$ cat config.mk
export PLATFORM = sky130hd
export DESIGN_NAME = wb_to_fta_burst_bridge
export DESIGN_NICKNAME = d
export VERILOG_FILES = /design/src/rtl/wb_to_fta_burst_bridge.sv
export SDC_FILE = /design/constraint.sdc
export NUM_CORES = 2
export LEC_CHECK = 0
export BUFFER_PORTS_ARGS = -buffer_cell sky130_fd_sc_hd__buf_2
export CAP_MARGIN = 5
export CORE_AREA = 2 2 457 459
export DETAILED_ROUTE_END_ITERATION = 10
export DIE_AREA = 0 0 459 461
export HOLD_SLACK_MARGIN = 0.1
export PLACE_DENSITY = 0.35
export SLEW_MARGIN = 40
export SYNTH_ARGS = -nofsm -noshare
export SYNTH_HDL_FRONTEND = slang
export SYNTH_SLANG_ARGS = --single-unit
$ cat constraint.sdc
create_clock -name clk_i -period 32.6 [get_ports clk_i]
set_clock_uncertainty 0.1 [all_clocks]
set_input_delay 8.15 -clock clk_i [delete_from_list [all_inputs] [get_ports clk_i]]
set_output_delay 8.15 -clock clk_i [all_outputs]
set_load 0.01 [all_outputs]
$ cat src/rtl/wb_to_fta_burst_bridge.sv
// Wishbone slave to FTA master bridge: tagged requests, CSR-programmed
// bursts, bounded retries and a response timeout.
module wb_to_fta_burst_bridge #(
   parameter int          WID       = 256,
   parameter int          TIDW      = 4,
   parameter int          MAX_RTY   = 10,
   parameter int          TIMEOUT   = 1023,
   parameter int          POSTED_WR = 1,
   parameter logic [31:0] CSR_BASE  = 32'hBFFFFFF0
) (
   input  logic              clk_i,
   input  logic              rst_i,
   input  logic              cs_i,
   input  logic              cyc_i,
   input  logic              stb_i,
   input  logic              we_i,
   input  logic [WID/8-1:0]  sel_i,
   input  logic [31:0]       adr_i,
   input  logic [WID-1:0]    dat_i,
   output logic              ack_o,
   output logic [2:0]        err_o,
   output logic [WID-1:0]    dat_o,
   output logic              req_cyc,
   output logic              req_we,
   output logic [WID/8-1:0]  req_sel,
   output logic [31:0]       req_adr,
   output logic [WID-1:0]    req_dat,
   output logic [5:0]        req_blen,
   output logic [TIDW-1:0]   req_tid,
   input  logic              resp_stall,
   input  logic              resp_ack,
   input  logic              resp_rty,
   input  logic              resp_err,
   input  logic [TIDW-1:0]   resp_tid,
   input  logic [WID-1:0]    resp_dat
);

   localparam int TOW = $clog2(TIMEOUT + 1);

   typedef enum logic [1:0] {IDLE, ISSUE, WAIT, DONE} state_t;

   state_t           r_state;
   logic [5:0]       r_blen;
   logic [5:0]       r_rty_lim;
   logic [5:0]       r_rty_cnt;
   logic [31:0]      r_badr;
   logic [TIDW-1:0]  r_tid;
   logic [6:0]       r_beat;
   logic [6:0]       r_nbeat;
   logic [TOW-1:0]   r_to;

   logic             w_acc;
   logic             w_csr;
   logic             w_int;
   logic             w_match;
   logic [5:0]       w_rty_nxt;
   logic [6:0]       w_beat_nxt;
   logic [TOW-1:0]   w_to_nxt;
   logic [WID-1:0]   w_csr_rd;

   assign w_acc      = cyc_i & stb_i & cs_i;
   assign w_csr      = adr_i[31:4] == CSR_BASE[31:4];
   assign w_int      = w_csr & (adr_i[3:2] != 2'd2);
   assign w_match    = resp_tid == r_tid;
   assign w_rty_nxt  = r_rty_cnt + 6'd1;
   assign w_beat_nxt = r_beat + 7'd1;
   assign w_to_nxt   = r_to + 1'b1;

   always_comb begin
      w_csr_rd = '0;
      case (adr_i[3:2])
         2'd0:    w_csr_rd[5:0]  = r_blen;
         2'd1:    w_csr_rd[31:0] = r_badr;
         2'd3:    w_csr_rd[5:0]  = r_rty_lim;
         default: w_csr_rd       = '0;
      endcase
   end

   always_ff @(posedge clk_i or posedge rst_i) begin
      if (rst_i) begin
         r_state   <= IDLE;
         r_blen    <= '0;
         r_rty_lim <= 6'(MAX_RTY);
         r_rty_cnt <= '0;
         r_badr    <= '0;
         r_tid     <= '0;
         r_beat    <= '0;
         r_nbeat   <= '0;
         r_to      <= '0;
         ack_o     <= 1'b0;
         err_o     <= '0;
         dat_o     <= '0;
         req_cyc   <= 1'b0;
         req_we    <= 1'b0;
         req_sel   <= '0;
         req_adr   <= '0;
         req_dat   <= '0;
         req_blen  <= '0;
         req_tid   <= '0;
      end else begin
         unique case (r_state)
            IDLE: begin
               if (w_acc && w_int) begin
                  if (we_i) begin
                     case (adr_i[3:2])
                        2'd0:    r_blen    <= dat_i[5:0];
                        2'd1:    r_badr    <= dat_i[31:0];
                        default: r_rty_lim <= dat_i[5:0];
                     endcase
                  end else begin
                     dat_o <= w_csr_rd;
                  end
                  err_o   <= '0;
                  ack_o   <= 1'b1;
                  r_state <= DONE;
               end else if (w_acc) begin
                  r_tid     <= r_tid + 1'b1;
                  req_tid   <= r_tid + 1'b1;
                  r_rty_cnt <= '0;
                  r_beat    <= '0;
                  r_to      <= '0;
                  req_cyc   <= 1'b1;
                  req_we    <= we_i;
                  req_dat   <= dat_i;
                  if (w_csr) begin
                     req_blen <= r_blen;
                     req_sel  <= '1;
                     req_adr  <= r_badr;
                     r_nbeat  <= {1'b0, r_blen} + 7'd1;
                  end else begin
                     req_blen <= '0;
                     req_sel  <= sel_i;
                     req_adr  <= adr_i;
                     r_nbeat  <= 7'd1;
                  end
                  r_state <= ISSUE;
               end
            end
            ISSUE: begin
               if (!cyc_i) begin
                  req_cyc <= 1'b0;
                  r_state <= IDLE;
               end else if (!resp_stall) begin
                  req_cyc <= 1'b0;
                  if (req_we && (POSTED_WR != 0)) begin
                     err_o   <= '0;
                     ack_o   <= 1'b1;
                     r_state <= DONE;
                  end else begin
                     r_state <= WAIT;
                  end
               end
            end
            WAIT: begin
               // Responses tagged for an earlier transaction are dropped.
               if (!cyc_i) begin
                  r_state <= IDLE;
               end else if (w_match && resp_err) begin
                  err_o   <= 3'd1;
                  ack_o   <= 1'b1;
                  r_state <= DONE;
               end else if (w_match && resp_rty) begin
                  r_rty_cnt <= w_rty_nxt;
                  if (r_rty_lim != 6'd0 && w_rty_nxt == r_rty_lim) begin
                     err_o   <= 3'd1;
                     ack_o   <= 1'b1;
                     r_state <= DONE;
                  end else begin
                     r_beat  <= '0;
                     dat_o   <= '0;
                     req_cyc <= 1'b1;
                     r_state <= ISSUE;
                  end
               end else if (w_match && resp_ack) begin
                  dat_o  <= resp_dat;
                  r_beat <= w_beat_nxt;
                  r_to   <= '0;
                  if (w_beat_nxt == r_nbeat) begin
                     err_o   <= '0;
                     ack_o   <= 1'b1;
                     r_state <= DONE;
                  end
               end else begin
                  r_to <= w_to_nxt;
                  if (w_to_nxt == TOW'(TIMEOUT)) begin
                     err_o   <= 3'd2;
                     ack_o   <= 1'b1;
                     r_state <= DONE;
                  end
               end
            end
            DONE: begin
               if (!cyc_i) begin
                  ack_o   <= 1'b0;
                  dat_o   <= '0;
                  err_o   <= '0;
                  r_state <= IDLE;
               end
            end
            default: r_state <= IDLE;
         endcase
      end
   end

endmodule

==> qor.txt <==
Highest ir drop seen on vdd: 0.00004779 V
IO Pins: 1182
Initial DRC count: 1308
Internal: 2.314 mW
Main combinational cell family by area after synthesis: simple AND/OR/NAND/NOR gates
Status: complete, no violations
Core Box Area: 0.2064 mm2
RSZ-0062 raised after global routing: no
Xor and xnor area share after synthesis: 0.01076
Post-Route WL: 141.7 mm
Util after Layout: 0.1963
Clk pwr share: 0.287
Yosys reg bits: 667
CP Launch Point: adr_i[11]
Via total after detailed routing: 24265
# hold bufs at CTS: 0
Grt ovf: 0
Die height: 461 um
Slowest cell delay on critical path: 0.59 ns
Fraction of layout cells with a size suffix above 1: 0.3406
Comb pwr share: 0.374
Power Total: 3.775 mW
Peak Freq: 0.07484 GHz
Arrival time at the worst endpoint: 13.88 ns
Setup TNS: 0 ns
Critical path buffer and inverter count: 8
Ys Warns: 0
TritonCTS buffer count: 90
Full die area: 0.2116 mm2
Largest net degree at the start of global routing: 145
Final Critical Period: 13.36 ns
CTS Root Cell: clkbuf_16
Gates resized, CTS repair: 0
Nature of the critical path endpoint: flip-flop
FFs w/ async S/R, synth: 1.000
Distinct cell type count after synthesis: 64
Slowest CP cell: buf_6
CP Class: input pin to flip-flop
Final GP Congestion: 0.8760
Vias in the first global route: 25128
Mapped Nets: 3488
Drt first pass iters: 5
Vias per inst: 3.555
FP Rows: 167
First-pass GRT wire length: 196.9 mm
Hold_sp: req_sel[22]
DP Area: 0.03723 mm2
Antenna Violating Nets Remaining: 0
Critical path, cell by cell: buf_2, nand4_1, nor4_1, and2_2, buf_4, nand3_1, a22oi_1, and4_4, buf_6, buf_4, buf_6, buf_6, buf_4, buf_12, mux2i_1
Post-synthesis mux area share: 0.1150
Final Hold Fails: 0
Synth Area in Compound Gates: 0.04773
# Post-CTS Setup Buffers: 0
Worst-Skew Late Latency: 0.71 ns
Synth Area in Adders: 0.004853
Largest delay contributor family on the critical path: buffers and inverters
Hold Path Class: flip-flop to flip-flop
Die Span X: 459 um
Net Sw Power: 1.461 mW
Area Overhead vs Synth: 42.91%
Post-Syn Area: 0.02836 mm2
Hold WS: 0.3577 ns
Main synth FF type: dfrtp_1
Leakage power: 21.04 nW
Post-synth EDFFs: 0
Filler cells: 23153
Fin nets: 4637
Final Max Tran Viols: 0
R2R Path Start: r_rty_cnt[0]
Max Cap Viol: 0
H-tree Lvls: 3
Hpwl dp: 109.7 mm
Endpoints failing setup: 0
Critical path launch point type: input pin
Sequential fraction of the synthesis area: 0.5886
Gate Count Post-Synth: 2887
Clk buf depth: 3
Starting Density: 0.1374
Sw Share: 0.3871
CTS tree: done
Sequential fraction of design power: 0.340
Clock sinks: 667
PwrDens: 93.13 mW/mm2
Clock transition at path regs: 0.06 ns
Tcrit/Tclk final: 0.4099
Post-Synthesis Mean Instance Area: 9.824 um2
GRT Total Usage: 0.1294
Crit path max fanout: 50
Drt wl/cell: 20.76 um
Crit path required time: 33.12 ns
Antenna violations before repair: 70
Synth Area in Simple Gates: 0.1728
Reg2reg setup slack: 26.89 ns
Slew @ Worst Pin: 0.9033 ns
Worst rel slew slack: 0.3978
Design area: 0.04053 mm2
DRC: 0
Port-buffer cells: 1180
layout by cell type (no fill, tap or decap), types with 7 or more instances in the layout:
cell type  Yosys  layout
bufinv_16      0      12
buf_2         36    1180
inv_1        242     241
xor2_1         7       7
a21oi_1       16      15
dfrtp_1      665     665
a22oi_1        7       7
o21ai_0       86      86
nand3_1       23      23
nand2b_1      10      10
nor2_1        22      21
clkbuf_1      85      16
buf_6         13      10
clkinv_2       0      14
o21ai_1       35      35
nand2_1     1147    1146
buf_4         18      16
ha_1          11      10
clkbuf_8       0      20
a22o_1        31      31
mux2i_1      231     231
mux2_1        71      71
clkbuf_16      0      91
xnor2_1       26      26
diode_2        0      13
mux2_2        12      12
nand4_1       10      10
a31oi_1       10      10
registers in the layout, summed over array words and instances, names as in the netlist, 2 cells and up:
signal and flops:
dat_o 256, req_dat 256, r_badr 32, req_adr 32, req_sel 32, r_to 10
r_beat 7, r_nbeat 7, r_blen 6, r_rty_cnt 6, r_rty_lim 6, req_blen 6
r_tid 4, err_o 2, r_state 2
layout make-up:
| class | instances | area (um2) | share of cell area |
|---|---|---|---|
| clock buffers | 127 | 2613 | 0.06446 |
| clock inverters | 37 | 596.8 | 0.01473 |
| multi-input cells | 1822 | 10010 | 0.2470 |
| flip-flops and latches | 667 | 16690 | 0.4119 |
| inverters | 242 | 915.9 | 0.02260 |
| diodes | 13 | 32.53 | 0.0008026 |
| repair buffers | 1213 | 6286 | 0.1551 |
| well taps | 2704 | 3383 | 0.08347 |
synth_stat cells (6+ instances only):
library cell | n | area, um2
xnor2_1 | 26 | 227.7
o21ai_0 | 86 | 430.4
buf_6 | 13 | 146.4
mux2i_1 | 231 | 2312
a22o_1 | 31 | 271.5
mux2_1 | 71 | 799.5
nand4_1 | 10 | 62.56
ha_1 | 11 | 137.6
nor2_1 | 22 | 82.58
nand3_1 | 23 | 115.1
nor3_1 | 6 | 30.03
inv_1 | 242 | 908.4
nand2_1 | 1147 | 4305
nand2b_1 | 10 | 62.56
buf_2 | 36 | 180.2
mux2_2 | 12 | 135.1
a31oi_1 | 10 | 62.56
buf_4 | 18 | 135.1
o21ai_1 | 35 | 175.2
xor2_1 | 7 | 61.31
a21oi_1 | 16 | 80.08
a22oi_1 | 7 | 52.55
dfrtp_1 | 665 | 16640
clkbuf_1 | 85 | 319.1
worst min-delay path, delay by kind of cell, from the launching register on:
| kind | cells | cell delay (ns) |
|---|---|---|
| simple gates | 2 | 0.09 |
| flops | 1 | 0.34 |
power by group through the flow:
| stage | clock [mW] | sequential (mW) | combinational [mW] |
|---|---|---|---|
| after floorplan | 0 | 1.41 | 0.690 |
| after global placement | 0 | 1.28 | 1.44 |
| after detailed placement | 0 | 1.29 | 1.45 |
| after CTS | 1.14 | 1.28 | 1.45 |
| after global routing | 1.16 | 1.32 | 1.56 |
| final | 1.08 | 1.28 | 1.41 |
kinds of logic after synthesis:
logic type / after synthesis
buf+inv: 398
simple gates: 1244
xor+xnor: 34
mux: 315
other cells: 1
fa+ha+maj: 11
compound gates: 217
flops: 667
final timing paths:
| kind | to | cells after the start |
|---|---|---|
| setup / recovery | dat_o[186] | 15 |
| hold / removal | req_sel[22] | 2 |
| setup reg to reg | dat_o[186] | 14 |
| hold reg to reg | req_sel[22] | 2 |
| max in group asynchronous | req_adr[24] | 5 |
| min in group asynchronous | dat_o[141] | 2 |
stage by stage:
| step | cells | setup WS [ns] |
|---|---|---|
| 2_1_floorplan | 2887 | 5.659 |
| 3_3_place_gp | 6645 | 17.26 |
| 3_5_place_dp | 6646 | 18.19 |
| 4_1_cts | 6810 | 18.97 |
| 5_1_grt | 6813 | 18.89 |
| 6_report | 6825 | 19.24 |
metal layers:
metal  share of wire  vias to the layer above  wire length, um  GRT usage
li1                -                    11459                -          -
met4           0.028                       16             4010    0.03892
met3           0.099                      236            14030    0.05492
met1            0.41                    11572            58120     0.1554
met5         0.00078                        -              110          0
met2            0.46                      982            65420     0.2088
(Power assumes the default switching activity.)
